--- config.mk ---
export PLATFORM = sky130hd
export DESIGN_NAME = neuron_mac_q15
export DESIGN_NICKNAME = d
export VERILOG_FILES = /design/src/rtl/q15_pkg.sv /design/src/rtl/sat_round_q15.sv /design/src/rtl/neuron_mac_q15.sv
export SDC_FILE = /design/constraint.sdc
export NUM_CORES = 1
export LEC_CHECK = 0
export BUFFER_PORTS_ARGS = -buffer_cell sky130_fd_sc_hd__clkbuf_2
export CAP_MARGIN = 5
export CORE_MARGIN = 4
export CORE_UTILIZATION = 59
export DETAILED_ROUTE_END_ITERATION = 10
export GPL_TIMING_DRIVEN = 1
export HOLD_SLACK_MARGIN = 0.12
export PLACE_DENSITY = 0.8
export SKIP_LAST_GASP = 1
export SYNTH_ARGS = -nofsm -noshare
export SYNTH_HDL_FRONTEND = slang
export SYNTH_SLANG_ARGS = --single-unit
--- constraint.sdc ---
create_clock -name i_clk -period 6.4 [get_ports i_clk]
set_input_delay 0.64 -clock i_clk [delete_from_list [all_inputs] [get_ports i_clk]]
set_output_delay 0.64 -clock i_clk [all_outputs]
set_load 0.1 [all_outputs]
--- src/rtl/q15_pkg.sv ---
// Shared Q1.15 constants and the MAC neuron state encoding.
package q15_pkg;

   localparam logic signed [15:0] Q15_MAX  = 16'sh7FFF;
   localparam logic signed [15:0] Q15_MIN  = 16'sh8000;
   localparam int unsigned        Q15_FRAC = 15;

   typedef enum logic [1:0] {
      IDLE  = 2'd0,
      ACC   = 2'd1,
      SCALE = 2'd2,
      OUT   = 2'd3
   } state_t;

endpackage

--- src/rtl/sat_round_q15.sv ---
// Wide Q2.30-aligned accumulator to Q1.15: optional round-half-up, arithmetic shift, clip.
// Rounding is enabled by defining NEURON_ROUND_EN.
module sat_round_q15
   import q15_pkg::*;
#(
   parameter int unsigned ACC_W = 40
) (
   input  logic signed [ACC_W-1:0] i_acc,
   output logic signed [15:0]      o_y_c,
   output logic                    o_sat_c
);

   // One guard bit keeps the rounding add from wrapping at the top of the range.
   localparam int unsigned EXT_W = ACC_W + 1;
   localparam logic signed [EXT_W-1:0] W_MAX = EXT_W'(Q15_MAX);
   localparam logic signed [EXT_W-1:0] W_MIN = EXT_W'(Q15_MIN);

   logic signed [EXT_W-1:0] w_ext;
   logic signed [EXT_W-1:0] w_rnd;
   logic signed [EXT_W-1:0] w_shift;

   assign w_ext = EXT_W'(i_acc);

`ifdef NEURON_ROUND_EN
   localparam logic signed [EXT_W-1:0] W_HALF = EXT_W'(1) << (Q15_FRAC - 1);
   assign w_rnd = w_ext + W_HALF;
`else
   assign w_rnd = w_ext;
`endif

   assign w_shift = w_rnd >>> Q15_FRAC;

   always_comb begin
      o_y_c   = w_shift[15:0];
      o_sat_c = 1'b0;
      if (w_shift > W_MAX) begin
         o_y_c   = Q15_MAX;
         o_sat_c = 1'b1;
      end else if (w_shift < W_MIN) begin
         o_y_c   = Q15_MIN;
         o_sat_c = 1'b1;
      end
   end

endmodule

--- src/rtl/neuron_mac_q15.sv ---
// Serial Q1.15 multiply-accumulate neuron with bias, saturating rescale and valid/ready output.
// Define NEURON_ROUND_EN for round-half-up before the final shift (otherwise truncation).
module neuron_mac_q15
   import q15_pkg::*;
#(
   parameter int unsigned N_IN  = 9,
   parameter int unsigned ACC_W = 40
) (
   input  logic               i_clk,
   input  logic               i_rst,
   input  logic               i_start,
   input  logic signed [15:0] i_bias,
   input  logic               i_in_valid,
   output logic               o_in_ready,
   input  logic signed [15:0] i_x,
   input  logic signed [15:0] i_w,
   output logic               o_out_valid,
   input  logic               i_out_ready,
   output logic signed [15:0] o_y,
   output logic               o_sat_flag,
   output logic               o_busy
);

   localparam int unsigned CNT_W = 8;
   localparam logic [CNT_W-1:0] LAST_BEAT = CNT_W'(N_IN - 1);

   state_t                   r_state;
   logic signed [ACC_W-1:0]  r_acc;
   logic [CNT_W-1:0]         r_cnt;
   logic signed [15:0]       r_y;
   logic                     r_sat;
   logic                     r_out_valid;
   logic                     r_in_ready;
   logic                     r_busy;

   logic signed [31:0]       w_prod;
   logic signed [15:0]       w_y;
   logic                     w_sat;

   // Full Q2.30 product; -1.0 * -1.0 = +1.0 fits in 32 signed bits.
   assign w_prod = i_x * i_w;

   sat_round_q15 #(.ACC_W(ACC_W)) u_sat_round (
      .i_acc   (r_acc),
      .o_y_c   (w_y),
      .o_sat_c (w_sat)
   );

   always_ff @(posedge i_clk) begin
      if (i_rst) begin
         r_state     <= IDLE;
         r_acc       <= '0;
         r_cnt       <= '0;
         r_y         <= '0;
         r_sat       <= 1'b0;
         r_out_valid <= 1'b0;
         r_in_ready  <= 1'b0;
         r_busy      <= 1'b0;
      end else begin
         case (r_state)
            IDLE: begin
               if (i_start) begin
                  r_acc      <= ACC_W'(i_bias) <<< Q15_FRAC;
                  r_cnt      <= '0;
                  r_in_ready <= 1'b1;
                  r_busy     <= 1'b1;
                  r_state    <= ACC;
               end
            end
            ACC: begin
               if (i_in_valid) begin
                  r_acc <= r_acc + ACC_W'(w_prod);
                  r_cnt <= r_cnt + CNT_W'(1);
                  if (r_cnt == LAST_BEAT) begin
                     r_in_ready <= 1'b0;
                     r_state    <= SCALE;
                  end
               end
            end
            SCALE: begin
               r_y         <= w_y;
               r_sat       <= w_sat;
               r_out_valid <= 1'b1;
               r_state     <= OUT;
            end
            OUT: begin
               if (i_out_ready) begin
                  r_out_valid <= 1'b0;
                  r_busy      <= 1'b0;
                  r_state     <= IDLE;
               end
            end
            default: begin
               r_state <= IDLE;
            end
         endcase
      end
   end

   assign o_in_ready  = r_in_ready;
   assign o_out_valid = r_out_valid;
   assign o_y         = r_y;
   assign o_sat_flag  = r_sat;
   assign o_busy      = r_busy;

endmodule

Word-level counts from Yosys, hierarchy flattened
Index checks and enable logic that the tools add are counted.

storage, ports and cells
  output and inout bits = 20
  word-level logic and storage cells = 52
  register bits = 70

cells by class
  reductions and logical operators = 9
  add/sub/neg operators = 2
  multiply operators = 1
  order comparisons = 2
  mux-type cells = 22
  equal/unequal tests = 8

operator list
  kind                                                             count
  2-to-1 mux 40 bit                                                2
  one-hot mux 40 bit (2 select lines)                              1
  adder 40 x 32 -> 40 bit                                          1
  multiplier 16 x 16 -> 32 bit                                     1
  2-to-1 mux 16 bit                                                2
  greater-than comparator 25 x 16 -> 1 bit, second input constant  1
  less-than comparator 25 x 16 -> 1 bit, second input constant     1
  2-to-1 mux 8 bit                                                 2
  one-hot mux 8 bit (2 select lines)                               1
  adder 8 x 1 -> 8 bit, second input constant                      1
  equality test 8 x 4 -> 1 bit, second input constant              1
  2-to-1 mux 2 bit                                                 4
  != test 2 bit, second input constant                             4
  one-hot mux 2 bit (4 select lines)                               1
  AND reduction 4 bit                                              2
  2-to-1 mux 1 bit                                                 6
  one-hot mux 1 bit (2 select lines)                               3
  AND reduction 3 bit                                              2
  nonzero test 2 bit                                               3
  equality test 2 bit, second input constant                       2
  equality test 2 x 1 -> 1 bit, second input constant              1
  logical NOT 2 bit                                                1
  AND reduction 2 bit                                              1

Depth between registers and ports, before layout
Gate-level depths: netlist (run 1).

  depth in word-level cells = 4
  gate-level depth with buffers = 24
  mapped depth without buffers = 24

Modules after synthesis
From an unflattened synthesis (run 1), not the netlist that was laid out.

second synthesis, totals
  cell total of the unflattened synthesis = 1,710
  area total of the unflattened synthesis = 15,503.6 µm²

modules (own cells, without submodules)
  module          area an instance (µm²)  cells each  times used
  neuron_mac_q15  15,087.0                1,661       1
  sat_round_q15   416.6                   49          1

Worst setup path after synthesis (run 1)
OpenSTA, ideal clock, no wires.

  path type = input port to flip-flop
  from = input port i_x[15]
  to = register r_acc[39]
  slack = -0.343 ns
  stages on the path = 23
  arrival = 6.615 ns
  data required time = 6.272 ns
  setup time = 0.128 ns
  cells stage by stage = clkbuf_1 > nand2_1 > inv_1 > fa_1 > fa_1 > inv_1 > fa_1 > fa_1 > inv_1 > fa_1 > inv_1 > fa_1 > inv_1 > ha_1 > clkdlybuf4s50_2 > nand2_1 > nor2_1 > o21ai_0 > a21bo_2 > o211ai_1 > o21ai_0 > xnor2_1 > o22ai_1

on the way
  cells in the longest elaborated chain, start to end = 4

ends and longest elaborated chain
  element                              line                  text
  from (decl)                          neuron_mac_q15.sv:15  input logic signed [15:0] i_x,
  multiplier 16 x 16 -> 32 bit         neuron_mac_q15.sv:41  assign w_prod = i_x * i_w;
  adder 40 x 32 -> 40 bit              neuron_mac_q15.sv:72  r_acc <= r_acc + ACC_W'(w_prod);
  2-to-1 mux 40 bit                    neuron_mac_q15.sv:71  if (i_in_valid) begin
  one-hot mux 40 bit (2 select lines)  neuron_mac_q15.sv:60  case (r_state)
  to (signal assigned)                 neuron_mac_q15.sv:63  r_acc <= ACC_W'(i_bias) <<< Q15_FRAC;
  to (signal assigned)                 neuron_mac_q15.sv:72
  to (decl)                            neuron_mac_q15.sv:28  logic signed [ACC_W-1:0] r_acc;

Every way passes these cells. The select of a mux whose other input is x is not followed.
A chain may end at the register's enable or synchronous reset.

Final worst setup path (run 1)
  from = input port i_w[2]
  to = register r_acc[37]

on the way
  cells in the longest elaborated chain, start to end = 4

ends and longest elaborated chain
  element                              line                  text
  from (decl)                          neuron_mac_q15.sv:16  input logic signed [15:0] i_w,
  multiplier 16 x 16 -> 32 bit         neuron_mac_q15.sv:41
  adder 40 x 32 -> 40 bit              neuron_mac_q15.sv:72
  2-to-1 mux 40 bit                    neuron_mac_q15.sv:71
  one-hot mux 40 bit (2 select lines)  neuron_mac_q15.sv:60

Every way passes these cells. The select of a mux whose other input is x is not followed.

==> results of run 1 <==
worst paths after layout:
path	startpoint	end	depth (start not counted)
setup / recovery	i_w[2]	r_acc[37]	26
hold / removal	o_sat_flag	o_sat_flag	2
setup reg to reg	r_acc[15]	r_acc[37]	20
hold reg to reg	o_sat_flag	o_sat_flag	2
worst max-delay path, delay by kind of cell:
kind	cells	cell delay, ps
buffers and inverters	9	950
AND/OR/NAND/NOR	3	210
AO/OA/AOI/OAI	6	1260
XOR/XNOR	1	130
adder cells (fa/ha/maj)	7	3240
synthesized netlist by cell type, types with 2 or more instances:
master / count / area (sq um)
or3_1: 2 / 12.5
fa_1: 330 / 6610
nor3_1: 19 / 95.1
a222oi_1: 11 / 110
and2_1: 114 / 713
nor2_1: 98 / 368
a221oi_1: 7 / 61.3
o21a_1: 8 / 60.1
nor3b_1: 2 / 15.0
nand2b_1: 5 / 31.3
a31oi_1: 2 / 12.5
ha_1: 122 / 1530
xor2_1: 17 / 149
nand4_1: 6 / 37.5
mux2i_1: 2 / 20.0
o22ai_1: 7 / 43.8
and3b_1: 2 / 17.5
nand3_1: 13 / 65.1
a211oi_1: 4 / 30.0
o21bai_1: 2 / 15.0
a211o_1: 4 / 35.0
xnor2_1: 28 / 245
o31ai_1: 2 / 15.0
nor2b_1: 5 / 31.3
a21o_2: 2 / 17.5
clkbuf_8: 3 / 41.3
buf_1: 2 / 7.51
nand2_1: 161 / 604
a22oi_1: 15 / 113
dfxtp_1: 70 / 1400
inv_1: 413 / 1550
or2_2: 5 / 31.3
o21ai_0: 22 / 110
nor4_1: 2 / 12.5
a21o_1: 12 / 90.1
o211ai_1: 4 / 30.0
and3_1: 6 / 37.5
clkbuf_1: 52 / 195
a21oi_1: 61 / 305
per-layer routing:
metal / vias up / GRT usage / part of all wire
met5: - / 0 / 0
li1: 5356 / - / -
met4: 0 / 0.0801 / 0.034
met2: 439 / 0.483 / 0.52
met1: 5958 / 0.352 / 0.38
met3: 102 / 0.0324 / 0.057
through the flow:
step           hold slack [ps]  instances  worst slack (ps)  utilization  cell area, sq um
2_1_floorplan              436       1667              1.35            -             15100
3_3_place_gp               461       2143              -262        0.665             16700
3_5_place_dp               467       2143              -371        0.665             16700
4_1_cts                    480       2160              36.8        0.677             17100
5_1_grt                    490       2166             -35.6        0.690             17400
6_report                   480       2166               145        0.690             17400
sequential cells by signal, indices dropped and copies added, names as in the netlist:
name	cells
o_in_ready	1
r_acc	40
r_cnt	8
o_y	16
o_sat_flag	1
r_state	2
o_out_valid	1
o_busy	1
cell usage in the layout (no fill, tap or decap), drive strengths merged, types with 4 or more instances in the layout:
| cell | n |
|---|---|
| o21ai | 23 |
| nand2 | 161 |
| xor2 | 17 |
| inv | 413 |
| ha | 122 |
| o21a | 8 |
| clkbuf | 81 |
| o211ai | 5 |
| xnor2 | 28 |
| and2 | 114 |
| or2 | 5 |
| a21o | 14 |
| nor2 | 98 |
| fa | 330 |
| a222oi | 11 |
| o22ai | 7 |
| nor2b | 5 |
| nand4 | 6 |
| a22oi | 15 |
| nand2b | 5 |
| and3 | 7 |
| buf | 146 |
| a211o | 4 |
| a211oi | 5 |
| dfxtp | 70 |
| a21oi | 61 |
| a31oi | 4 |
| nor3 | 19 |
| a221oi | 7 |
| nand3 | 13 |
repair_timing:
action / CTS / global route
hold endpoints to repair: 0 / 0
pin swaps: 3 / 29
buffers inserted: 1 / 6
gates resized for setup: 4 / 70
endpoints found under the setup margin: 2 / 15
cloned: 0 / 0
cell families (layout without fill, tap and decap cells):
kind of cell | after synthesis | in the layout
AO/OA/AOI/OAI | 179 | 179
XOR/XNOR | 45 | 45
adder cells (fa/ha/maj) | 452 | 452
buffers and inverters | 474 | 643
flip-flops | 70 | 70
multiplexers | 2 | 2
AND/OR/NAND/NOR | 445 | 445
cell type report:
| class | count | share of cell area |
|---|---|---|
| well taps | 330 | 0.0238 |
| inverters | 413 | 0.0894 |
| clock inverters | 3 | 0.00245 |
| multi-input cells | 1123 | 0.699 |
| repair buffers | 214 | 0.0896 |
| flip-flops and latches | 70 | 0.0806 |
| clock buffers | 13 | 0.0150 |
==> implementation parameters, run 1 <==
Parameter                              Value

Status
  Result of the run    completed

GRT
  Initial antenna violation count    0
  Vias in the first global route    13.1k
  First-pass GRT wire length    62700 microns
  Largest net degree at the start of global routing    69
  Remaining Overflow, GRT    0
  Gr usage total    0.272

Logic synthesis
  Synth Area in Adders    0.538
  Instance count of the mapped netlist    1667
  Number of distinct library cells after synthesis    64
  Sequential fraction of the synthesis area    0.0926
  Total of flip-flops plus latches after synthesis    70
  Area share of xor/xnor cells in the synthesized design    0.0261
  Post-synthesis net count    2172
  Predominant post-synthesis flop cell    dfxtp_1
  Compound-cell area share of the yosys netlist    0.0815
  Area share of and/or/nand/nor cells after synthesis    0.140
  Mux contribution to synthesized area    0.00132
  Largest family of logic cells by synthesized area    adder cells
  Number of flops mapped to enable cells by yosys    0
  Async SR Flop Fraction    0
  Cell area after synthesis    0.0151 sq mm
  Number of warnings printed during yosys synthesis    0
  Per-instance average area after synthesis    9.07 sq um

Critical path
  Crit-path max FO    5
  Cell with the largest stage delay on the worst path    fa_2
  Worst setup path class    primary input to flop
  Worst setup slack for register-to-register paths    1120 ps
  Data required time at the worst endpoint    6590 ps
  Setup crit start kind    primary input
  Sort of element at the end of the critical path    flop
  Crit path largest cell delay    640 ps
  Arrival time worst endpoint    6440 ps

Routing
  Number of DRC violations after detailed routing    0
  Remaining antenna violation count after routing    0
  Number of vias per cell    5.47
  Post-detailed-routing wire length    37100 microns
  Total via count in the routed design    11.9k
  Mean routed wirelength per cell    17.1 microns
  Number of DRC violations after detailed-routing iteration 0    819
  First drt pass iteration count    5

Die
  Die Y-Extent    168 microns
  Core area    0.0252 sq mm
  Starting utilization of the core area    0.601
  DIE AREA    0.0283 sq mm
  Die extent in x    168 microns
  Number of top-level design ports    73
  FP Rows    58

STA
  Max-slew violations    0
  Worst slew slack as a fraction of its limit    0.285
  Number of endpoints with negative hold slack in the final report    0
  Highest clock frequency the design can meet    0.160 GHz
  Final worst path period need    6250 ps
  Final worst-path cycle share    0.977
  Count of final setup violators    0
  Clock Skews    7.61 ps
  Total negative slack for setup checks    0 ps
  Transition time of the tightest slew-check pin    1070 ps

Cells and area
  Fin nets    2336
  Number of antenna repair diodes    0
  Layout cells sized above 1    0.159
  Number of fill cells in the layout    1914
  Area growth, synth to finish    14.9%
  Area used by sequential logic in the layout    0.00140 sq mm
  Multi-input gate area    0.0122 sq mm

Clock network
  Clock root buffer    clkbuf_16
  Total number of clock tree sinks    70
  Clock-pin slew of the registers on the worst-case setup and hold paths    60 ps
  H-tree lvl count    3
  Clock Tree Buf Depth    2
  Number of buffers added by the clock tree synthesis step    9
  Cts hold-fix bufs    0
  TritonCTS clock tree    built
  Clock latency on the worst-skew pair    330 ps

Min path
  Worst hold-check path type    flop to flop

Job
  Max-capacitance violation count    0

Placed design
  Final weighted congestion of routability-driven global placement    0.997
  Buffers on Ports    72
  HPWL after detailed placement    31500 microns
Power of run 1 is not shown: default switching activity piles up to over one toggle a cycle in this logic, so the estimate is an artifact.
==> run 2, diff against run 1 <==
CELL_PAD_IN_SITES_DETAIL_PLACEMENT = 0   (was unset)
CELL_PAD_IN_SITES_GLOBAL_PLACEMENT = 1   (was unset)
CORE_UTILIZATION = 45   (was 59)
PLACE_DENSITY = unset   (was 0.8)
PLACE_DENSITY_LB_ADDON = 0.1   (was unset)
==> run 2 against run 1 <==
  * Global-route usage decreased by 5.8 points
  * Critical endpoint is now r_acc[34]
  * Worst setup slack improved by 53 ps
  * Clock-buffer cell count decreased by 3
  * Critical path type unchanged
  * Non-clock buffer count increased by 20
  * Routed wire length decreased by 1.5%
==> implementation parameters, run 2 (synthesis results as in run 1) <==
Parameter                              Value

Cells and area
  Layout cells sized above 1    0.162
  Fin nets    2356
  Final Non-Filler Cells    2298
  Register with the highest flop count    r_acc
  Most frequent cells in the layout    inv_1, fa_1, nand2_1
  Number of antenna repair diodes    0
  Most common library cell in the layout ignoring fill and taps    inv_1
  Area growth, synth to finish    16.3%
  Max FFs per register    40
  Final core utilization    0.535

Die
  DIE AREA    0.0366 sq mm
  Starting utilization of the core area    0.460
  Core area    0.0329 sq mm
  Number of top-level design ports    73
  FP Rows    66
  Die extent in x    191 microns
  Die Y-Extent    191 microns

Routing
  Number of DRC violations after detailed-routing iteration 0    517
  Mean routed wirelength per cell    15.9 microns
  Number of DRC violations after detailed routing    0
  Remaining antenna violation count after routing    0
  First drt pass iteration count    5
  Number of vias per cell    4.96
  Post-detailed-routing wire length    36600 microns
  Total via count in the routed design    11.4k

Clock network
  Number of buffers added by the clock tree synthesis step    9
  Clock latency on the worst-skew pair    330 ps
  Clock Tree Buf Depth    2
  TritonCTS clock tree    built
  Clock-pin slew of the registers on the worst-case setup and hold paths    60 ps
  H-tree lvl count    3
  Cts hold-fix bufs    0
  Total number of clock tree sinks    70
  Clock root buffer    clkbuf_16

GRT
  Initial antenna violation count    0
  Gr usage total    0.214
  First-pass GRT wire length    63100 microns
  Largest net degree at the start of global routing    69
  Remaining Overflow, GRT    0
  Vias in the first global route    12.3k

STA
  Final worst-path cycle share    0.969
  Minimum hold slack    475 ps
  Transition time of the tightest slew-check pin    1010 ps
  Max-slew violations    0
  Final worst path period need    6200 ps
  Setup repair after global routing missed its margin    true
  Number of endpoints with negative hold slack in the final report    0
  Count of final setup violators    0
  Min setup slack post-route    198 ps
  Worst slew slack as a fraction of its limit    0.320
  Highest clock frequency the design can meet    0.161 GHz
  Clock Skews    6.81 ps

Job
  Max-capacitance violation count    0

Placed design
  Worst setup slack after placement    -403 ps
  Final weighted congestion of routability-driven global placement    0.841
  HPWL after detailed placement    32200 microns
  Buffers on Ports    72
  Count of placed standard cells including taps    2280

Critical path
  Launch instance of the worst register-to-register path    r_acc[15]
  Data required time at the worst endpoint    6590 ps
  Cell with the largest stage delay on the worst path    fa_1
  Arrival time worst endpoint    6390 ps
  Launch point of the worst path    i_x[7]
  Chain of cells forming the critical path    clkbuf_2 -> buf_4 -> buf_4 -> nand2_1 -> fa_1 -> inv_1 -> fa_1 -> fa_1 -> fa_1 -> fa_1 -> inv_1 -> fa_1 -> inv_1 -> ha_1 -> a21oi_2 -> o21ai_1 -> buf_4 -> a21o_2 -> a31oi_4 -> o211ai_2 -> a31oi_2 -> xnor2_1 -> a221oi_1 -> nor2_1
  CP top delay family    adder cells
  Critical path depth in cells    24
  Crit-path max FO    8
  Setup crit start kind    primary input
  Worst r2r path cells    20
  Worst path bufs/invs    7
  Worst setup slack for register-to-register paths    1110 ps
  Critical path capture point    r_acc[34]
  Crit path largest cell delay    590 ps
  Sort of element at the end of the critical path    flop
  Reg-to-Reg End    r_acc[34]
  Worst setup path class    primary input to flop
  CP dominant cell by count    fa_1

Status
  Result of the run    completed

Min path
  Worst hold-check path type    flop to flop
[run 2: area by class of cell]
class	instances	area, sq um
Fill cell	3199	15300
Multi-Input combinational cell	1123	12100
Timing Repair Buffer	234	1680
Inverter	413	1550
Sequential cell	70	1400
Tap cell	442	553
Clock buffer	10	239
Clock inverter	6	109
[run 2: worst min-delay path, delay by kind of cell, from the launching register on]
kind / cells / cell delay (ps)
flops: 1 / 320
simple gates: 1 / 50
compound gates: 1 / 60
[run 2: repair_timing]
action	in CTS	in global routing
pin swaps	1	22
buffers inserted	0	3
resized for setup	2	59
setup endpoints to repair	2	17
[run 2: per-layer routing]
| metal | global-route usage | part of all wire | up-vias |
|---|---|---|---|
| li1 | - | - | 5405 |
| met1 | 0.293 | 0.44 | 5798 |
| met2 | 0.382 | 0.52 | 164 |
| met3 | 0.0168 | 0.026 | 26 |
| met4 | 0.0315 | 0.012 | 0 |
| met5 | 0 | 0 | - |
[run 2: worst min path at each step]
stage | startpoint | cells past startpoint | endpoint
2_1_floorplan | r_acc[13] | 2 | r_acc[13]
3_3_place_gp | o_busy | 2 | o_busy
3_5_place_dp | o_busy | 2 | o_busy
4_1_cts | o_busy | 2 | o_busy
5_1_grt | o_y[12] | 2 | o_y[12]
6_report | o_busy | 2 | o_busy
[run 2: per-stage QoR]
step	cell area (sq um)	TNS, ps
after global placement	17000	-2280
after global routing	17600	-47.1
final	17600	0
after detailed placement	17000	-3490
after CTS	17400	0
after floorplan	15100	0
Power of run 2 is left out for the same reason.
==> run 3, diff against run 2 <==
PLACE_DENSITY = 0.87   (was unset)
PLACE_DENSITY_LB_ADDON = unset   (was 0.1)
==> run 3 against run 2 <==
  * Hold slack about the same
  * Sequential share of layout area up 0.18 points
  * Routed wire length down 3.0%
  * Critical endpoint is now r_acc[37]
  * Final area down 2.2%
  * Cell count down 1.0%
  * Critical path depth up 1
  * Via count up 0.93%
  * First-iteration DRC count up 26%
  * Register-to-register slack worse by 80 ps
  * Die area unchanged
  * Worst setup slack worse by 11 ps
==> implementation parameters, run 3 (synthesis results as in run 1) <==
Parameter                              Value

Cells and area
  Layout cells sized above 1    0.142
  Max FFs per register    40
  Fin nets    2333
  Area growth, synth to finish    13.7%
  Most frequent cells in the layout    inv_1, fa_1, nand2_1
  Final Non-Filler Cells    2275
  Final core utilization    0.523
  Post-route cell area    0.0172 sq mm
  Most common library cell in the layout ignoring fill and taps    inv_1
  Register with the highest flop count    r_acc

Min path
  WHS Path Cells    2
  Worst hold-check path type    flop to flop
  End point of the most critical hold path    o_y[2]
  Worst hold path startpoint    o_y[2]

Die
  Die Y-Extent    191 microns
  Starting utilization of the core area    0.460
  DIE AREA    0.0366 sq mm
  FP Rows    66
  Number of top-level design ports    73
  Die extent in x    191 microns
  Core area    0.0329 sq mm

GRT
  First-pass GRT wire length    61300 microns
  Gr usage total    0.205
  Largest net degree at the start of global routing    69
  Initial antenna violation count    1
  Remaining Overflow, GRT    0
  Vias in the first global route    12.4k

Critical path
  Crit-path max FO    7
  Launch point of the worst path    i_w[4]
  Worst r2r path cells    20
  Worst setup slack for register-to-register paths    1030 ps
  Launch instance of the worst register-to-register path    r_acc[15]
  Data required time at the worst endpoint    6590 ps
  Sort of element at the end of the critical path    flop
  Setup crit start kind    primary input
  Worst setup path class    primary input to flop
  Reg-to-Reg End    r_acc[34]
  Arrival time worst endpoint    6400 ps

Placed design
  HPWL after detailed placement    31100 microns
  Total placed instance area    0.0168 sq mm
  Count of placed standard cells including taps    2257
  Buffers on Ports    72
  Final weighted congestion of routability-driven global placement    0.890

Routing
  Number of DRC violations after detailed routing    0
  Total via count in the routed design    11.5k
  Mean routed wirelength per cell    15.6 microns
  Remaining antenna violation count after routing    0
  Number of vias per cell    5.05
  First drt pass iteration count    5
  Number of DRC violations after detailed-routing iteration 0    651
  Post-detailed-routing wire length    35500 microns

STA
  Count of final setup violators    0
  Setup repair after global routing missed its margin    true
  Number of endpoints with negative hold slack in the final report    0
  Highest clock frequency the design can meet    0.161 GHz
  Clock Skews    10.3 ps
  Transition time of the tightest slew-check pin    1080 ps
  Worst slew slack as a fraction of its limit    0.272
  Max-slew violations    0
  Minimum hold slack    476 ps
  Final worst-path cycle share    0.971
  Final worst path period need    6210 ps

Clock network
  Clock latency on the worst-skew pair    330 ps
  TritonCTS clock tree    built
  H-tree lvl count    3
  Clock Tree Buf Depth    2
  Number of buffers added by the clock tree synthesis step    9
  Clock root buffer    clkbuf_16
  Total number of clock tree sinks    70
  Clock-pin slew of the registers on the worst-case setup and hold paths    60 ps
  Cts hold-fix bufs    0

Job
  Max-capacitance violation count    0

Status
  Result of the run    completed
-- run 3: how the worst max path moves through the flow --
stage	endpoint	depth (start not counted)
2_1_floorplan	r_acc[39]	23
3_5_place_dp	r_acc[33]	22
5_1_grt	r_acc[34]	26
3_3_place_gp	r_acc[33]	21
4_1_cts	r_acc[39]	25
6_report	r_acc[37]	25
-- run 3: timing repair --
| action | in CTS | in global routing |
|---|---|---|
| resized for setup | 1 | 25 |
| pin swaps | 0 | 6 |
| setup buffers | 0 | 2 |
| endpoints found under the setup margin | 1 | 15 |
-- run 3: area by class of cell --
| cell class | count | area, sq um |
|---|---|---|
| Tap cell | 442 | 553 |
| Timing Repair Buffer | 211 | 1450 |
| Fill cell | 3089 | 15700 |
| Inverter | 413 | 1550 |
| Multi-Input combinational cell | 1123 | 12000 |
| Sequential cell | 70 | 1400 |
| Clock buffer | 10 | 229 |
| Clock inverter | 5 | 61.3 |
| Antenna cell | 1 | 2.50 |
-- run 3: through the flow --
step | worst slack, ps | TNS (ps)
3_3_place_gp | -305 | -1390
6_report | 187 | 0
2_1_floorplan | 1.35 | 0
5_1_grt | -50.4 | -158
3_5_place_dp | -398 | -2810
4_1_cts | -7.28 | -7.28
-- run 3: layer usage --
metal	vias to the layer above	wire (microns)	track usage
met5	-	0	0
met1	5839	15100	0.275
met3	60	1190	0.0159
met4	0	939	0.0536
met2	249	18300	0.362
li1	5351	-	-
-- run 3: worst max-delay path: stages --
cell	delay, ps
clkbuf_2	130
buf_4	170
nand2_2	100
fa_1	550
inv_1	70
fa_1	540
inv_4	70
buf_4	160
fa_1	480
inv_1	60
fa_1	500
fa_1	500
inv_1	50
fa_1	480
inv_1	40
ha_1	310
a21o_1	180
a21oi_1	150
o21ai_1	130
o21ai_1	150
a21bo_2	260
o211ai_1	260
xnor2_1	130
a221oi_2	230
nor2_1	60
Power of run 3 is left out for the same reason.
